**src/rtl/key_loader_pkg.sv**
```systemverilog
// rtl/key_loader_pkg.sv - shared types and helpers for the serial key loader
package key_loader_pkg;

  typedef enum logic [2:0] {IDLE, SHIFT, CHECK, ERROR, WAIT_CS} state_t;

  function automatic int frame_len(input int key_w);
    return key_w + 1;
  endfunction

  // Odd parity over data plus parity bit; callers zero-extend, which leaves the XOR unchanged.
  function automatic logic odd_parity_ok(input logic [63:0] bits);
    return ^bits;
  endfunction

endpackage

```
**src/rtl/sync_edge.sv**
```systemverilog
// rtl/sync_edge.sv - N-flop synchronizer with optional registered rising-edge strobe
module sync_edge #(
  parameter int STAGES = 2,
  parameter bit EDGE   = 1'b0
) (
  input  logic clk,
  input  logic rst,
  input  logic d,
  output logic q,
  output logic rise
);

  logic [STAGES-1:0] chain;

  always_ff @(posedge clk) begin
    if (rst) chain <= '0;
    else     chain <= {chain[STAGES-2:0], d};
  end

  assign q = chain[STAGES-1];

  if (EDGE) begin : g_edge
    logic prev;
    logic rise_r;
    always_ff @(posedge clk) begin
      if (rst) begin
        prev   <= 1'b0;
        rise_r <= 1'b0;
      end else begin
        prev   <= q;
        rise_r <= q & ~prev;
      end
    end
    assign rise = rise_r;
  end else begin : g_level
    assign rise = 1'b0;
  end

endmodule

```
**src/rtl/key_loader.sv**
```systemverilog
// rtl/key_loader.sv - serial key frame receiver with odd-parity check and fail-safe key output
module key_loader
  import key_loader_pkg::*;
#(
  parameter int KEY_W       = 8,
  parameter int SYNC_STAGES = 2,
  parameter int TIMEOUT     = 1_000_000
) (
  input  logic             clk,
  input  logic             rst,
  input  logic             ser_cs_n,
  input  logic             ser_clk,
  input  logic             ser_data,
  output logic [KEY_W-1:0] key,
  output logic             key_valid,
  output logic             key_err,
  output logic             busy
);

  localparam int FRAME  = frame_len(KEY_W);
  localparam int BCNT_W = $clog2(KEY_W + 2);
  localparam int TCNT_W = $clog2(TIMEOUT + 1);

  logic cs_n_s, data_s, bit_strobe;
  logic cs_rise_unused, data_rise_unused;

  sync_edge #(.STAGES(SYNC_STAGES), .EDGE(1'b1)) u_sync_clk (
    .clk(clk), .rst(rst), .d(ser_clk), .q(), .rise(bit_strobe)
  );
  sync_edge #(.STAGES(SYNC_STAGES), .EDGE(1'b0)) u_sync_cs (
    .clk(clk), .rst(rst), .d(ser_cs_n), .q(cs_n_s), .rise(cs_rise_unused)
  );
  sync_edge #(.STAGES(SYNC_STAGES), .EDGE(1'b0)) u_sync_data (
    .clk(clk), .rst(rst), .d(ser_data), .q(data_s), .rise(data_rise_unused)
  );

  state_t            state, state_next;
  logic [FRAME-1:0]  shreg;
  logic [BCNT_W-1:0] bcnt;
  logic [TCNT_W-1:0] tcnt, tcnt_inc;
  logic              armed;
  logic              last_bit, parity_ok;

  assign tcnt_inc  = tcnt + TCNT_W'(1);
  assign last_bit  = bit_strobe && (bcnt == BCNT_W'(KEY_W));
  assign parity_ok = odd_parity_ok(64'(shreg));

  always_ff @(posedge clk) begin
    if (rst) state <= IDLE;
    else     state <= state_next;
  end

  // armed blocks a frame whose cs_n was already low across a reset from being accepted.
  always_comb begin
    state_next = state;
    unique case (state)
      IDLE:    if (!cs_n_s && armed) state_next = SHIFT;
      SHIFT: begin
        if (last_bit)                                             state_next = CHECK;
        else if (cs_n_s)                                          state_next = ERROR;
        else if (!bit_strobe && (tcnt_inc == TCNT_W'(TIMEOUT)))   state_next = ERROR;
      end
      CHECK:   state_next = parity_ok ? WAIT_CS : ERROR;
      ERROR:   state_next = WAIT_CS;
      WAIT_CS: if (cs_n_s) state_next = IDLE;
      default: state_next = IDLE;
    endcase
  end

  always_ff @(posedge clk) begin
    if (rst) begin
      shreg     <= '0;
      bcnt      <= '0;
      tcnt      <= '0;
      armed     <= 1'b0;
      key       <= '0;
      key_valid <= 1'b0;
      key_err   <= 1'b0;
      busy      <= 1'b0;
    end else begin
      busy <= (state_next == SHIFT) || (state_next == CHECK);
      if (cs_n_s) armed <= 1'b1;
      case (state)
        IDLE: if (state_next == SHIFT) begin
          bcnt    <= '0;
          tcnt    <= '0;
          key_err <= 1'b0;
        end
        SHIFT: if (bit_strobe) begin
          shreg <= {shreg[FRAME-2:0], data_s};
          bcnt  <= bcnt + BCNT_W'(1);
          tcnt  <= '0;
        end else begin
          tcnt  <= tcnt_inc;
        end
        CHECK: if (parity_ok) begin
          key       <= shreg[FRAME-1:1];
          key_valid <= 1'b1;
        end
        ERROR: begin
          key       <= '0;
          key_valid <= 1'b0;
          key_err   <= 1'b1;
        end
        default: ;
      endcase
    end
  end

endmodule

```
**config.mk**
```make
export PLATFORM = sky130hd
export DESIGN_NAME = key_loader
export DESIGN_NICKNAME = d
export VERILOG_FILES = /design/src/rtl/key_loader_pkg.sv /design/src/rtl/sync_edge.sv /design/src/rtl/key_loader.sv
export SDC_FILE = /design/constraint.sdc
export NUM_CORES = 1
export LEC_CHECK = 0
export CAP_MARGIN = 0
export CORE_ASPECT_RATIO = 1.4
export CORE_UTILIZATION = 40
export DETAILED_ROUTE_END_ITERATION = 6
export PLACE_DENSITY = 0.55
export SYNTH_ARGS = -nofsm -noshare
export SYNTH_HDL_FRONTEND = slang
export SYNTH_HIERARCHICAL = 1
export SYNTH_SLANG_ARGS = --single-unit
```
**constraint.sdc**
```tcl
create_clock -name clk -period 3.7 [get_ports clk]
set_input_delay 0.925 -clock clk [delete_from_list [all_inputs] [get_ports clk]]
set_output_delay 0.925 -clock clk [all_outputs]
set_load 0.02 [all_outputs]
```
# After elaboration in Yosys (flattened, before gate mapping)
# Index checks and enable logic that the tools add are counted.
classes:
  n_bitwise: 2
  n_addsub: 2
  n_reduce_logical: 16
  mux: 19
  eq_ne: 11
ops:
  columns: ["cell", "count"]
  rows:
  - ["parity 64 bit", 1]
  - ["two-way mux 20 bit", 2]
  - ["one-hot mux 20 bit (2 select lines)", 1]
  - ["adder 20 x 1 -> 20 bit, second input constant", 1]
  - ["equality test 20 bit, second input constant", 1]
  - ["two-way mux 3 bit", 6]
  - ["one-hot mux 8 bit (2 select lines)", 1]
  - ["one-hot mux 3 bit (5 select lines)", 1]
  - ["equality test 3 x 2 -> 1 bit, second input constant", 3]
  - ["two-way mux 4 bit", 2]
  - ["two-way mux 8 bit", 1]
  - ["one-hot mux 4 bit (2 select lines)", 1]
  - ["AND reduction 2 bit", 4]
  - ["equality test 3 x 1 -> 1 bit, second input constant", 2]
  - ["nonzero test 2 bit", 3]
  - ["adder 4 x 1 -> 4 bit, second input constant", 1]
  - ["equality test 4 bit, second input constant", 1]
  - ["inequality test 2 bit, second input constant", 2]
  - ["one-hot mux 1 bit (2 select lines)", 2]
  - ["equality test 3 bit, second input constant", 1]
  - ["logical AND 1 bit", 3]
  - ["logical NOT 3 bit", 1]
  - ["AND reduction 3 bit", 1]
  - ["logical NOT 1 bit", 2]
  - ["5 further kinds", 6]
word_totals:
  out_inout_bits: 11
  wordCells: 64
  regBits: 56
  inputBits: 5

# Longest topological paths before layout
depth:
  depth_word: 10
  mapped_depth: 8
  ltp_nobuf: 8

# By module
# Netlist, hierarchy kept.
by_module_without_submodules:
  columns: ["module", "seq_area_each_um2", "area_each_um2", "n_inst", "cells_each"]
  rows:
  - ["key_loader", 960.9, 2549.9, 1, 325]
  - ["sync_edge (u_sync_cs ...)", 40.0, 63.8, 2, 6]
  - ["sync_edge (u_sync_clk)", 80.1, 111.4, 1, 8]

# Worst setup path before layout
# Ideal clock, no wire load.
synth_path:
  kind: "flip-flop to flip-flop"
  startpoint: "reg tcnt[6]"
  endpoint: "reg busy"
  period_less_slack_ns: 1.984
  required_ns: 3.580
  path_buffers: 1
  setup_ns: 0.120
  path_slack_ns: 1.716
  arrival_ns: 1.864
  path_stages_with_launch: 8
  path_cell_list: "dfxtp_1 clkbuf_1 nand3_1 nor4_2 xor2_1 nor4_1 o2111ai_1 o2bb2ai_1"
synth_between:
  elab_chain_cells: 9
  word_cells_on_any_way: 10
  classes_between: "1 x add/sub; 3 x eq/ne; 4 x mux; 2 x reduce/logical"
synth_lines:
  columns: ["item", "line", "rtl"]
  rows:
  - ["start, declared", "key_loader.sv:40", "logic [TCNT_W-1:0] tcnt, tcnt_inc;"]
  - ["start signal, assigned", "key_loader.sv:94", "tcnt <= tcnt_inc;"]
  - ["adder 20 x 1 -> 20 bit (*)", "key_loader.sv:44", "assign tcnt_inc = tcnt + TCNT_W'(1);"]
  - ["equality test 20 bit (*)", "key_loader.sv:61", "else if (!bit_strobe && (tcnt_inc == TCNT_W'(TIMEOUT))) state_next = ERROR;"]
  - ["logical AND 1 bit (*)", "key_loader.sv:61", null]
  - ["two-way mux 3 bit (*)", "key_loader.sv:61", null]
  - ["two-way mux 3 bit (*)", "key_loader.sv:60", "else if (cs_n_s) state_next = ERROR;"]
  - ["two-way mux 3 bit (*)", "key_loader.sv:59", "if (last_bit) state_next = CHECK;"]
  - ["one-hot mux 3 bit (5 select lines) (*)", "key_loader.sv:56", "unique case (state)"]
  - ["equality test 3 x 1 -> 1 bit or equality test 3 x 2 -> 1 bit (tied branches)", "key_loader.sv:81", "busy <= (state_next == SHIFT) || (state_next == CHECK);"]
  - ["logical OR 1 bit (*)", "key_loader.sv:81", null]
  - ["end signal, assigned", "key_loader.sv:81", null]
  - ["end, declared", "key_loader.sv:17", "output logic busy"]
# Every way passes the cells marked *; elsewhere a longest branch is shown, timed or not.
# A chain may end at the register's enable or synchronous reset.

# Worst setup path in the final report
layout_path:
  startpoint: "reg tcnt[4]"
  endpoint: "reg busy"
# The elaborated chain is that of the path after synthesis.

==> flow_summary.toml <==
[floorplanning]
io_pins = 16
dieArea_um2 = 7260
die_w_um = 72.3
core_area_um2 = 6610
start_util_pct = 41.8
die_height_um = 100
rows = 35

[sta]
tns_ns = 0
timing.fmax_ghz = 0.414
period_minus_slack_ns = 2.42
hold_viol_final = 0
finClkSkew_ns = 0.0137
setup_viol_count_final = 0
rsz0062_at_grt = "false"
slew-limit-headroom_pct = 28.4
holdWs_ns = 0.412
period_share_pct = 65.3
drv_slew = 0
tightestPinTransition_ns = 1.07

[setup_path]
crit_required_ns = 3.91
ff2ff_setup_slack_ns = 1.28
worst-setup-path-type = "reg2reg"
worstSetupStartpointType = "register"
slowest_delay_ns = 0.67
r2r-end = "busy"
cp_slowest_cell = "nor4_2"
cp.arrival_ns = 2.62
end_kind = "register"
rr_startpoint = "tcnt[4]"
crit_chain = "nand3_1, nor4_2, xor2_1, nor4_1, o2111ai_1, o2bb2ai_1"
worst-path-max-fanout = 12
r2r_cells = 6

[clocking]
clkTransAtPathRegs_ns = 0.11
cts.path.max_buffers = 2
holdBufCountCts = 0
numCtsBuffers = 5
cts_tree = "done"
post_cts_resized = 0
post_cts_buffers = 0
h-tree-depth = 2
clk_latency_ns = 0.31
ctsRootBufferMaster = "clkbuf_8"
cts.sinks = 56

[cells_and_area]
diodes = 0
area_delta_synth_final_pct = 10.5
final_net_count = 349
final_util_pct = 46.2
nFillCells = 663
drive_gt1_share_pct = 5.26

[worst_hold_path]
worstHoldStart = "u_sync_clk/g_edge.prev"
hold_end = "u_sync_clk/rise"
worst_hold_path.num_cells = 1
hp-class = "reg2reg"

[route]
vias = 2391
drt-total-wl_um = 6290
vias_per_cell = 5.51
first_pass_iters = 4
drc = 0
wire_per_inst_um = 14.5
ant_nets = 0
drt_iter0_drc = 145

[power]
vdd_ir_drop_max_v = 0.000185
power.leakage_uw = 0.00100
power_density_nw_per_um2 = 362
fin_total_pwr_uw = 1110

[synthesis]
yosysWarningCount = 6
synth_area_um2 = 2770
avgSynthCellArea_um2 = 8.11
syn_inst = 341
syn-num-nets = 349

[global_routing]
grt_pass1_vias = 2287
grt_pass1_wl_um = 10900
grtUsageTotal_pct = 19.0
grt_max_degree = 58
grt.overflow.total = 0
antenna_found_initial = 0

[run]
maxCapViolations = 0

[place]
port_buffers = 15
routabilityCongestion = 0.797
hpwlAfterDp_um = 4270

[outcome]
outcome = "completed"
-- state kept, by name (all words and copies together) (netlist names) --
signal                  cells
bcnt                        4
key_err                     1
armed                       1
u_sync_clk/chain            2
tcnt                       20
busy                        1
shreg                       9
u_sync_cs/chain             2
u_sync_clk/rise             1
key                         8
u_sync_data/chain           2
state                       3
u_sync_clk/g_edge.prev      1
key_valid                   1
-- stage by stage --
stage | cell area [um^2] | setup slack [ns] | cells
final | 3060 | 1.28 | 434
after global routing | 3060 | 1.06 | 434
after CTS | 3060 | 1.26 | 434
after detailed placement | 2940 | 1.29 | 426
after global placement | 2940 | 1.32 | 426
after floorplan | 2770 | 1.72 | 341
-- power by group --
part / switching, uW / internal [uW]
logic: 47.4 / 21.7
clock network: 199 / 222
registers: 7.81 / 610
-- per-layer routing --
metal / vias up / GRT usage [%] / wire (um)
li1: 1219 / - / -
met1: 1129 / 22.0 / 2720
met2: 33 / 34.9 / 3340
met3: 10 / 2.41 / 112
met4: 0 / 6.94 / 121
met5: - / 0 / 0
-- worst max-delay path, delay by kind of cell (launching register included) --
family / cells / cell delay (ns)
compound gates: 2 / 0.35
xor+xnor: 1 / 0.13
flops: 1 / 0.55
simple gates: 3 / 1.27
-- final cells by class --
cell class                      instances  area (um^2)  area share (%)
Clock buffer                            6         82.6            2.70
Clock inverter                          2         38.8            1.27
Inverter                                4         15.0           0.491
Multi-Input combinational cell        258         1530            50.1
Sequential cell                        56         1120            36.7
Tap cell                               92          115            3.77
Timing Repair Buffer                   16          153            4.99
-- layout by cell type, fill, tap and decap left out, types with 8 or more instances in the layout --
| cell type | instances |
|---|---|
| dfxtp_1 | 56 |
| nor2_1 | 41 |
| nand2_1 | 40 |
| a21oi_1 | 30 |
| nand3_1 | 15 |
| clkdlybuf4s50_1 | 14 |
| xnor2_1 | 11 |
| o21ai_1 | 10 |
| a311oi_1 | 9 |
| nor2b_1 | 8 |
| a22oi_1 | 8 |
-- how the worst max path moves through the flow --
stage / depth (start not counted) / to / start
after detailed placement: 6 / busy / tcnt[4]
after global placement: 6 / busy / tcnt[4]
after global routing: 6 / tcnt[19] / tcnt[4]
after floorplan: 7 / busy / tcnt[6]
after CTS: 6 / busy / tcnt[4]
final: 6 / busy / tcnt[4]
Note: power is estimated with default switching activity, not from simulation.
